**config.mk**
```make
export PLATFORM = sky130hd
export DESIGN_NAME = sample_scheduler
export DESIGN_NICKNAME = d
export VERILOG_FILES = /design/src/rtl/sample_scheduler.sv
export SDC_FILE = /design/constraint.sdc
export NUM_CORES = 1
export LEC_CHECK = 0
export ABC_AREA = 1
export CAP_MARGIN = 0
export CORE_UTILIZATION = 40
export CTS_BUF_LIST = sky130_fd_sc_hd__clkbuf_16
export DETAILED_ROUTE_END_ITERATION = 10
export SLEW_MARGIN = 20
export SYNTH_ARGS = -nofsm -noshare
export SYNTH_HDL_FRONTEND = slang
export SYNTH_SLANG_ARGS = --single-unit
```
**constraint.sdc**
```tcl
create_clock -name input_clock -period 4.6 [get_ports input_clock]
set_input_delay 0.92 -clock input_clock [delete_from_list [all_inputs] [get_ports input_clock]]
set_output_delay 0.92 -clock input_clock [all_outputs]
set_load 0.02 [all_outputs]
```
**src/rtl/sample_scheduler.sv**
```systemverilog
// sample_scheduler: periodic ADC conversion scheduler with overrun tracking and an activity LED
module sample_scheduler #(
    parameter logic [31:0] DEFAULT_PERIOD = 32'd49_999,
    parameter logic [15:0] LED_DIV        = 16'd1000,
    parameter int          OVR_WIDTH      = 16
) (
    input  logic                 input_clock,
    input  logic                 reset,
    input  logic                 enable,
    input  logic [31:0]          cfg_period,
    input  logic                 cfg_load,
    input  logic                 conv_done,
    input  logic                 overrun_clr,
    output logic                 conv_start,
    output logic [1:0]           state,
    output logic                 overrun,
    output logic [OVR_WIDTH-1:0] overrun_count,
    output logic                 activity_led
);
    localparam logic [1:0] OFF    = 2'b00;
    localparam logic [1:0] ARMED  = 2'b01;
    localparam logic [1:0] START  = 2'b10;
    localparam logic [1:0] ACTIVE = 2'b11;
    localparam logic [OVR_WIDTH-1:0] OVR_ONE = {{(OVR_WIDTH-1){1'b0}}, 1'b1};

    logic [1:0]           r_state;
    logic [31:0]          r_count;
    logic [31:0]          r_period;
    logic                 r_ovr;
    logic [OVR_WIDTH-1:0] r_ovr_cnt;
    logic [15:0]          r_done_cnt;
    logic                 r_led;

    logic                 w_run;
    logic                 w_tick;
    logic                 w_ovr_evt;
    logic                 w_done_ok;
    logic                 w_led_wrap;
    logic [1:0]           w_next_state;

    // A tick is the cycle the counter reaches the period; a reload edge never ticks
    always_comb begin
        w_run      = r_state != OFF;
        w_tick     = w_run && !cfg_load && (r_count == r_period);
        w_done_ok  = (r_state == ACTIVE) && conv_done;
        w_ovr_evt  = w_tick && ((r_state == START) || ((r_state == ACTIVE) && !conv_done));
        w_led_wrap = w_done_ok && (r_done_cnt == LED_DIV - 16'd1);
    end

    // Next-state logic; a finishing conversion that meets a tick restarts immediately
    always_comb begin
        w_next_state = r_state;
        case (r_state)
            OFF:     w_next_state = enable ? ARMED : OFF;
            ARMED:   w_next_state = !enable ? OFF : (w_tick ? START : ARMED);
            START:   w_next_state = enable ? ACTIVE : OFF;
            default: w_next_state = !conv_done ? ACTIVE : (!enable ? OFF : (w_tick ? START : ARMED));
        endcase
    end

    // FSM state register
    always_ff @(posedge input_clock or posedge reset)
        if (reset) r_state <= OFF;
        else r_state <= w_next_state;

    // Period counter: idle at zero, free-runs while scheduling, restarts on tick or reload
    always_ff @(posedge input_clock or posedge reset)
        if (reset) r_count <= 32'd0;
        else r_count <= (!w_run || cfg_load || w_tick) ? 32'd0 : r_count + 32'd1;

    // Period register; a zero period is promoted to one so ticks stay two cycles apart
    always_ff @(posedge input_clock or posedge reset)
        if (reset) r_period <= DEFAULT_PERIOD;
        else if (cfg_load) r_period <= (cfg_period == 32'd0) ? 32'd1 : cfg_period;

    // Sticky overrun flag and saturating count; a new overrun beats a same-cycle clear
    always_ff @(posedge input_clock or posedge reset)
        if (reset) begin
            r_ovr     <= 1'b0;
            r_ovr_cnt <= '0;
        end else if (w_ovr_evt) begin
            r_ovr     <= 1'b1;
            r_ovr_cnt <= overrun_clr ? OVR_ONE : ((&r_ovr_cnt) ? r_ovr_cnt : r_ovr_cnt + OVR_ONE);
        end else if (overrun_clr) begin
            r_ovr     <= 1'b0;
            r_ovr_cnt <= '0;
        end

    // Completed-conversion divider driving the activity LED
    always_ff @(posedge input_clock or posedge reset)
        if (reset) begin
            r_done_cnt <= 16'd0;
            r_led      <= 1'b0;
        end else if (w_done_ok) begin
            r_done_cnt <= w_led_wrap ? 16'd0 : r_done_cnt + 16'd1;
            r_led      <= r_led ^ w_led_wrap;
        end

    assign conv_start    = r_state == START;
    assign state         = r_state;
    assign overrun       = r_ovr;
    assign overrun_count = r_ovr_cnt;
    assign activity_led  = r_led;
endmodule

```
# Word level (Yosys, flattened, before mapping)
# Cells that the tools add are included.
# W data, S select, Z words.
[op_classes]
n_addsub = 3
eq_ne = 6
muxes = 15
bitwise_logic = 1
n_reduce_logical = 18
[ops]
columns = ["cell", "n"]
rows = [
  ["$mux W16", 5],
  ["$mux W32", 2],
  ["$add A16 B1 Y16 const B", 2],
  ["$add A32 B1 Y32 const B", 1],
  ["$eq A32 B32 Y1", 1],
  ["$logic_not A32 Y1", 1],
  ["$eq A16 B10 Y1 const B", 1],
  ["$reduce_and A16 Y1", 1],
  ["$mux W2", 4],
  ["$logic_and A1 B1 Y1", 6],
  ["$pmux W2 S3", 1],
  ["$eq A2 B2 Y1 const B", 2],
  ["$reduce_bool A2 Y1", 2],
  ["$logic_not A1 Y1", 3],
  ["$logic_or A1 B1 Y1", 3],
  ["$mux W1", 3],
  ["$eq A2 B1 Y1 const B", 1],
  ["$logic_not A2 Y1", 1],
  ["$ne A2 B2 Y1 const B", 1],
  ["$reduce_and A2 Y1", 1],
  ["$xor A1 B1 Y1", 1],
]
[totals]
reg_bits = 100
output_inout_bits = 21
word_cells = 50

# Depth between registers and ports, before layout
# Gate-level depths: netlist of the first run.
[depth]
word_depth = 7
depth_mapped = 13
ltp_nobuf = 12

# Worst setup path after synthesis of the first run
# No wires, ideal clock.
[synth_timing]
kind = "in2reg"
from = "input conv_done"
to = "register r_done_cnt[8]"
setup_time_ns = 0.123
t_arrival_ns = 1.819
path_slack_ns = 2.658
path_stages = 8
path_buffers = 0
path_cell_list = "inv_1 > nor2_4 > inv_1 > nor2_2 > nand2_1 > nor2_1 > inv_1 > o221a_2"
[synth_via]
elab_chain_len = 3
[synth_lines]
columns = ["item", "line", "text"]
rows = [
  ["start, declared", "12", "input logic conv_done,"],
  ["$logic_and A1 B1 Y1 (*)", "45", "w_done_ok = (r_state == ACTIVE) && conv_done;"],
  ["$logic_and A1 B1 Y1", "47", "w_led_wrap = w_done_ok && (r_done_cnt == LED_DIV - 16'd1);"],
  ["$mux W16", "95", "r_done_cnt <= w_led_wrap ? 16'd0 : r_done_cnt + 16'd1;"],
  ["end signal, assigned", "95", ""],
  ["end, declared", "31", "logic [15:0] r_done_cnt;"],
]
# Every way passes the cells marked *; elsewhere a longest branch is shown, timed or not.
# A chain may end at the register's enable or synchronous reset.

# Final worst setup path of the first run
[layout_timing]
from = "input overrun_count[5]"
to = "output overrun_count[5]"
[layout_lines]
columns = ["item", "line", "text"]
rows = [
  ["start, declared", "17", "output logic [OVR_WIDTH-1:0] overrun_count,"],
]
# No word-level cell between the ends.

==> flow_summary.toml, run 1 <==
[clocking]
h-tree-depth = 3
clk_latency_ps = 360
cts.sinks = 100
cts_max_path_buffers = 2
clk_pin_slew_ps = 70
ctsHoldBuffers = 0
cts_buffers = 9
postCtsSetupRepairBufs = 0
cts_tree = "built"
root_buffer = "clkbuf_16"
cts_resized = 0

[drt]
first_pass_iters = 7
wl_per_cell_um = 14.32
drt_iter0_markers = 427
finalWirelength_um = 15430
via_per_inst = 4.938
wl_met1_um = 7833
antenna_left = 0
vias = 5318
routed-wl-met2_um = 6550
wl_met3_um = 729
post-route-drc-count = 0
top_layer_used = "met4"

[synth]
yosys_warnings = 0
netlist_instances = 832
synth.top_cell.area_share_pct = 37.55
synth_area_leaders = "dfrtp_1 (38%), nand2_1 (16%), nor2_1 (7.2%)"
ys_seq_area_share_pct = 41.45
synthDistinctLibCells = 39
synth_area_um2 = 6065
synth.avg_cell_area_um2 = 7.289
syn-num-nets = 873
ys_ff_latch = 100
yosysTopAreaCell = "dfrtp_1"

[sta]
min_period_over_period_pct = 53.23
fmax_mhz = 408.4
setup_tns_ps = 0
max_slew_margin_pct = 40.10
tightest_slew_ps = 898.5
setup_viol = 0
setup_ws_ps = 2151
period_minus_slack_ps = 2449
rsz0062_at_grt = "false"
whs_ps = 469.9
skew_ps = 10.54
slew_violations = 0
hold_viol_final = 0

[critical_path]
rrSetupSlack_ps = 2490
start_kind = "flop"
critical_path_class = "reg2out"
max_stage_delay_ps = 660
r2r_end = "r_count[20]"
cpMaxStageDelayCell = "clkdlybuf4s50_1"
crit_chain = "clkdlybuf4s50_1"
cp-endpoint = "overrun_count[5]"
critical_path_required_ps = 3680
crit_arrival_ps = 1530
cp_max_fo = 7
cp_num_buf_inv = 1
worst-r2r-cell-count = 11
cp_top_family = "buffers and inverters"
r2r_start = "r_count[0]"
cp.depth = 1
setup.worst_path.start = "overrun_count[5]"
worstSetupEndpointType = "output pin"

[floorplanning]
die_h_um = 125.1
boundaryPins = 59
die_width_um = 125.1
std_cell_rows = 44
initial_core_util_pct = 41.41
die-area_um2 = 15660
core_area_um2 = 14640

[placed_design]
place_ws_ps = 1870
buffer_ports.inserted = 58
dp_hpwl_um = 11480
placed_area_um2 = 6797
place_congestion = 0.8915

[global_route]
grt.total_usage_pct = 21.23
grt_pass1_vias = 5123
antenna_found_initial = 0
grt_max_degree = 58
grt-ovfl-total = 0
grt_pass1_wl_um = 26050

[finish]
area_growth_pct = 17.39
drive_gt1_share_pct = 10.30
num_antenna_cells = 0
final_cell_area_um2 = 7119
post-route-util_pct = 48.62
nets = 929

[pwr]
leakagePower_nw = 3.176
powerDensity_nw_per_um2 = 277.1
peakVddDrop_mv = 0.1861

[worst_hold_path]
hp-class = "reg2reg"

[run_status]
status = "complete, no violations"

[job]
cap_violations = 0
## cells in the mapped netlist, drive strengths merged
cell,n
a31oi,2
o221a,1
o22ai,1
nand3b,1
or2,1
and2,2
xor2,35
dfrtp,91
xnor2,13
o21ai,32
nor3,28
a21oi,16
nand2,263
nor2,131
inv,99
nand4,22
and3,1
ha,3
clkinv,1
dfstp,9
clkbuf,8
nor3b,7
a211oi,1
buf,8
a2bb2oi,1
nor4,13
nand3,41
o211ai,1
## kinds of logic (layout without fill, tap and decap cells)
family	count (synthesis)	in the layout	synth area share [%]
DFF	100	100	41.45
xor gates and xnor gates	48	48	6.932
AOI/OAI and AO/OA	55	55	4.910
buffers and inverters	116	177	7.819
and+or+nand+nor	510	510	38.27
adders and majority gates	3	3	0.6190
## cell usage in the layout, fill, tap and decap left out, drive strengths merged
cell type and instances:
nand2 263, o21ai 32, ha 3, nor2 131, nand3b 1, nor4 13, inv 101, buf 4
or2 1, nor3 28, dfrtp 91, nand4 22, clkbuf 9, nand3 41, xor2 35, clkinv 3
and2 2, a31oi 2, a2bb2oi 1, clkdlybuf4s50 57, and3 1, bufinv 2, o221a 1, nor3b 7
o211ai 1, a21oi 16, o22ai 1, clkinvlp 1, dfstp 9, xnor2 13, a211oi 1
## power breakdown
group / internal, mW / switching, mW
Combinational: 0.0763 / 0.117
Clock: 0.480 / 0.360
Sequential: 0.913 / 0.0253
## layout make-up
| cell class | instances | area, µm² |
|---|---|---|
| fillers | 1481 | 7525 |
| multi-input cells | 616 | 3077 |
| flip-flops and latches | 100 | 2514 |
| repair buffers | 61 | 598.1 |
| inverters | 100 | 377.9 |
| well taps | 184 | 230.2 |
| clock buffers | 9 | 225.2 |
| clock inverters | 7 | 97.59 |
## flip-flops by register name, indices dropped and copies added (netlist names)
name,flops
activity_led,1
overrun,1
overrun_count,16
r_count,32
r_done_cnt,16
r_period,32
state,2
## stage by stage
step	total power, mW	std cells
floorplan	1.070	832
global placement	1.149	1061
detailed placement	1.150	1061
CTS	2.000	1077
global route	2.064	1077
finish	1.973	1077
## metal layers
layer,global-route usage [%],up-vias
met5,0,-
met4,7.174,0
met3,4.835,19
met2,31.32,114
met1,30.53,2436
li1,-,2749
## worst min path at each step
| stage | from | end | cells past startpoint |
|---|---|---|---|
| after floorplan | r_period[8] | r_period[8] | 2 |
| after global placement | activity_led | activity_led | 1 |
| after detailed placement | activity_led | activity_led | 1 |
| after CTS | activity_led | activity_led | 1 |
| after global routing | activity_led | activity_led | 1 |
| final | activity_led | activity_led | 1 |
No activity file was read; power rests on OpenSTA's default activity.
==> inputs of run 2 (changes only) <==
- clock period: 4.6 -> 2.55 ns (I/O delays scaled with it)
==> run 2 against run 1 <==
Critical path depth rose by 1. Non-clock buffer count rose by 4. Core utilization rose by 0.16 points. Power rose by 75%. Global-route usage barely moved. Die area did not move. Clock skew fell by 3.4 ps. Critical path type unchanged. Largest power group unchanged.
==> flow_summary.toml, run 2 (synthesized netlist as in run 1, its figures left out) <==
[placed_design]
dp_hpwl_um = 11460
place_congestion = 0.8813
buffer_ports.inserted = 58

[drt]
post-route-drc-count = 0
vias = 5390
finalWirelength_um = 15290
drt_iter0_markers = 429
via_per_inst = 4.991
first_pass_iters = 7
antenna_left = 0
wl_per_cell_um = 14.16

[critical_path]
worstSetupEndpointType = "output pin"
critical_path_required_ps = 2040
start_kind = "flop"
critical_path_class = "reg2out"
r2r_start = "r_count[0]"
worst-r2r-cell-count = 11
cp_max_fo = 6
crit_arrival_ps = 1520
r2r_end = "r_count[20]"
rrSetupSlack_ps = 530

[clocking]
clk_latency_ps = 350
cts_tree = "built"
cts_buffers = 9
postCtsSetupRepairBufs = 0
cts_max_path_buffers = 2
h-tree-depth = 3
ctsHoldBuffers = 0
cts_resized = 0
cts.sinks = 100
root_buffer = "clkbuf_16"
clk_pin_slew_ps = 70

[floorplanning]
die_width_um = 125.1
std_cell_rows = 44
initial_core_util_pct = 41.41
boundaryPins = 59
die_h_um = 125.1
die-area_um2 = 15660
core_area_um2 = 14640

[sta]
period_minus_slack_ps = 2032
max_slew_margin_pct = 60.58
setup_viol = 0
skew_ps = 7.146
tightest_slew_ps = 590.6
rsz0062_at_grt = "false"
hold_viol_final = 0
fmax_mhz = 492.1
min_period_over_period_pct = 79.69
slew_violations = 0
whs_ps = 461.3
setup_tns_ps = 0

[global_route]
grt-ovfl-total = 0
grt_pass1_vias = 5089
grt.total_usage_pct = 21.25
grt_max_degree = 57
grt_pass1_wl_um = 26120
antenna_found_initial = 0

[pwr]
p_total_mw = 3.451
leakagePower_nw = 3.187
powerDensity_nw_per_um2 = 483.1
peakVddDrop_mv = 0.3745

[finish]
top_regs = "r_count: 32 flops, r_period: 32 flops"
drive_gt1_share_pct = 10.71
final_common_cell = "nand2_1"
num_antenna_cells = 0
final_cell_mix = "nand2_1 (254), nor2_1 (117), dfrtp_1 (91), inv_1 (79), clkdlybuf4s50_1 (57)"
nets = 933
area_growth_pct = 17.78

[run_status]
status = "complete, no violations"

[job]
cap_violations = 0

[worst_hold_path]
hp-class = "in2async"
==> run 2: cell count changes in the layout (fill, tap and decap cells not counted) <==
cell and change:
buf_12 +2, buf_4 +2, bufinv_16 -1, clkinv_1 -1
clkinv_2 +2, clkinvlp_4 +1, inv_4 -1, inv_6 -1
==> run 2: area by class of cell <==
type                            instances  area [µm²]
Clock inverter                          6       65.06
Clock buffer                            9       225.2
Fill cell                            1502        7501
Sequential cell                       100        2514
Timing Repair Buffer                   65       653.1
Inverter                              100       379.1
Multi-Input combinational cell        616        3077
Tap cell                              184       230.2
==> run 2: how the worst max path moves through the flow <==
stage                                start          endpoint  slack, ps
after CTS                         state[0]        conv_start        490
after global placement           conv_done    r_done_cnt[14]        380
final                             state[0]        conv_start        520
after global routing            r_count[0]       r_count[20]        310
after detailed placement         conv_done    r_done_cnt[14]        330
after floorplan           overrun_count[0]  overrun_count[5]        710
==> run 2: power breakdown <==
group,internal (mW),leakage (nW),switching [mW]
Sequential,1.65,1.29,0.0457
Clock,0.758,0.142,0.636
Combinational,0.146,1.76,0.218
==> run 2: metal layers <==
layer,GRT usage (%),vias to the layer above,wire (µm)
met5,0,-,0
met4,4.519,0,100
met3,4.621,7,698
met2,32.60,131,6898
met1,30.71,2501,7590
li1,-,2751,-
==> run 2: metrics by stage <==
stage                     setup WS (ps)  cells  utilization [%]  instance area, µm²
after CTS                         492.6   1080            48.78                7143
after global routing              311.6   1080            48.78                7143
after floorplan                   705.8    832                -                6068
after global placement            380.7   1065            46.80                6853
final                             517.8   1080            48.78                7143
after detailed placement          331.5   1065            46.80                6853
==> run 2: worst max-delay path, cell delays in order (launching register included) <==
cell	delay (ps)
dfrtp_1	440
nor2_1	120
clkdlybuf4s50_1	600
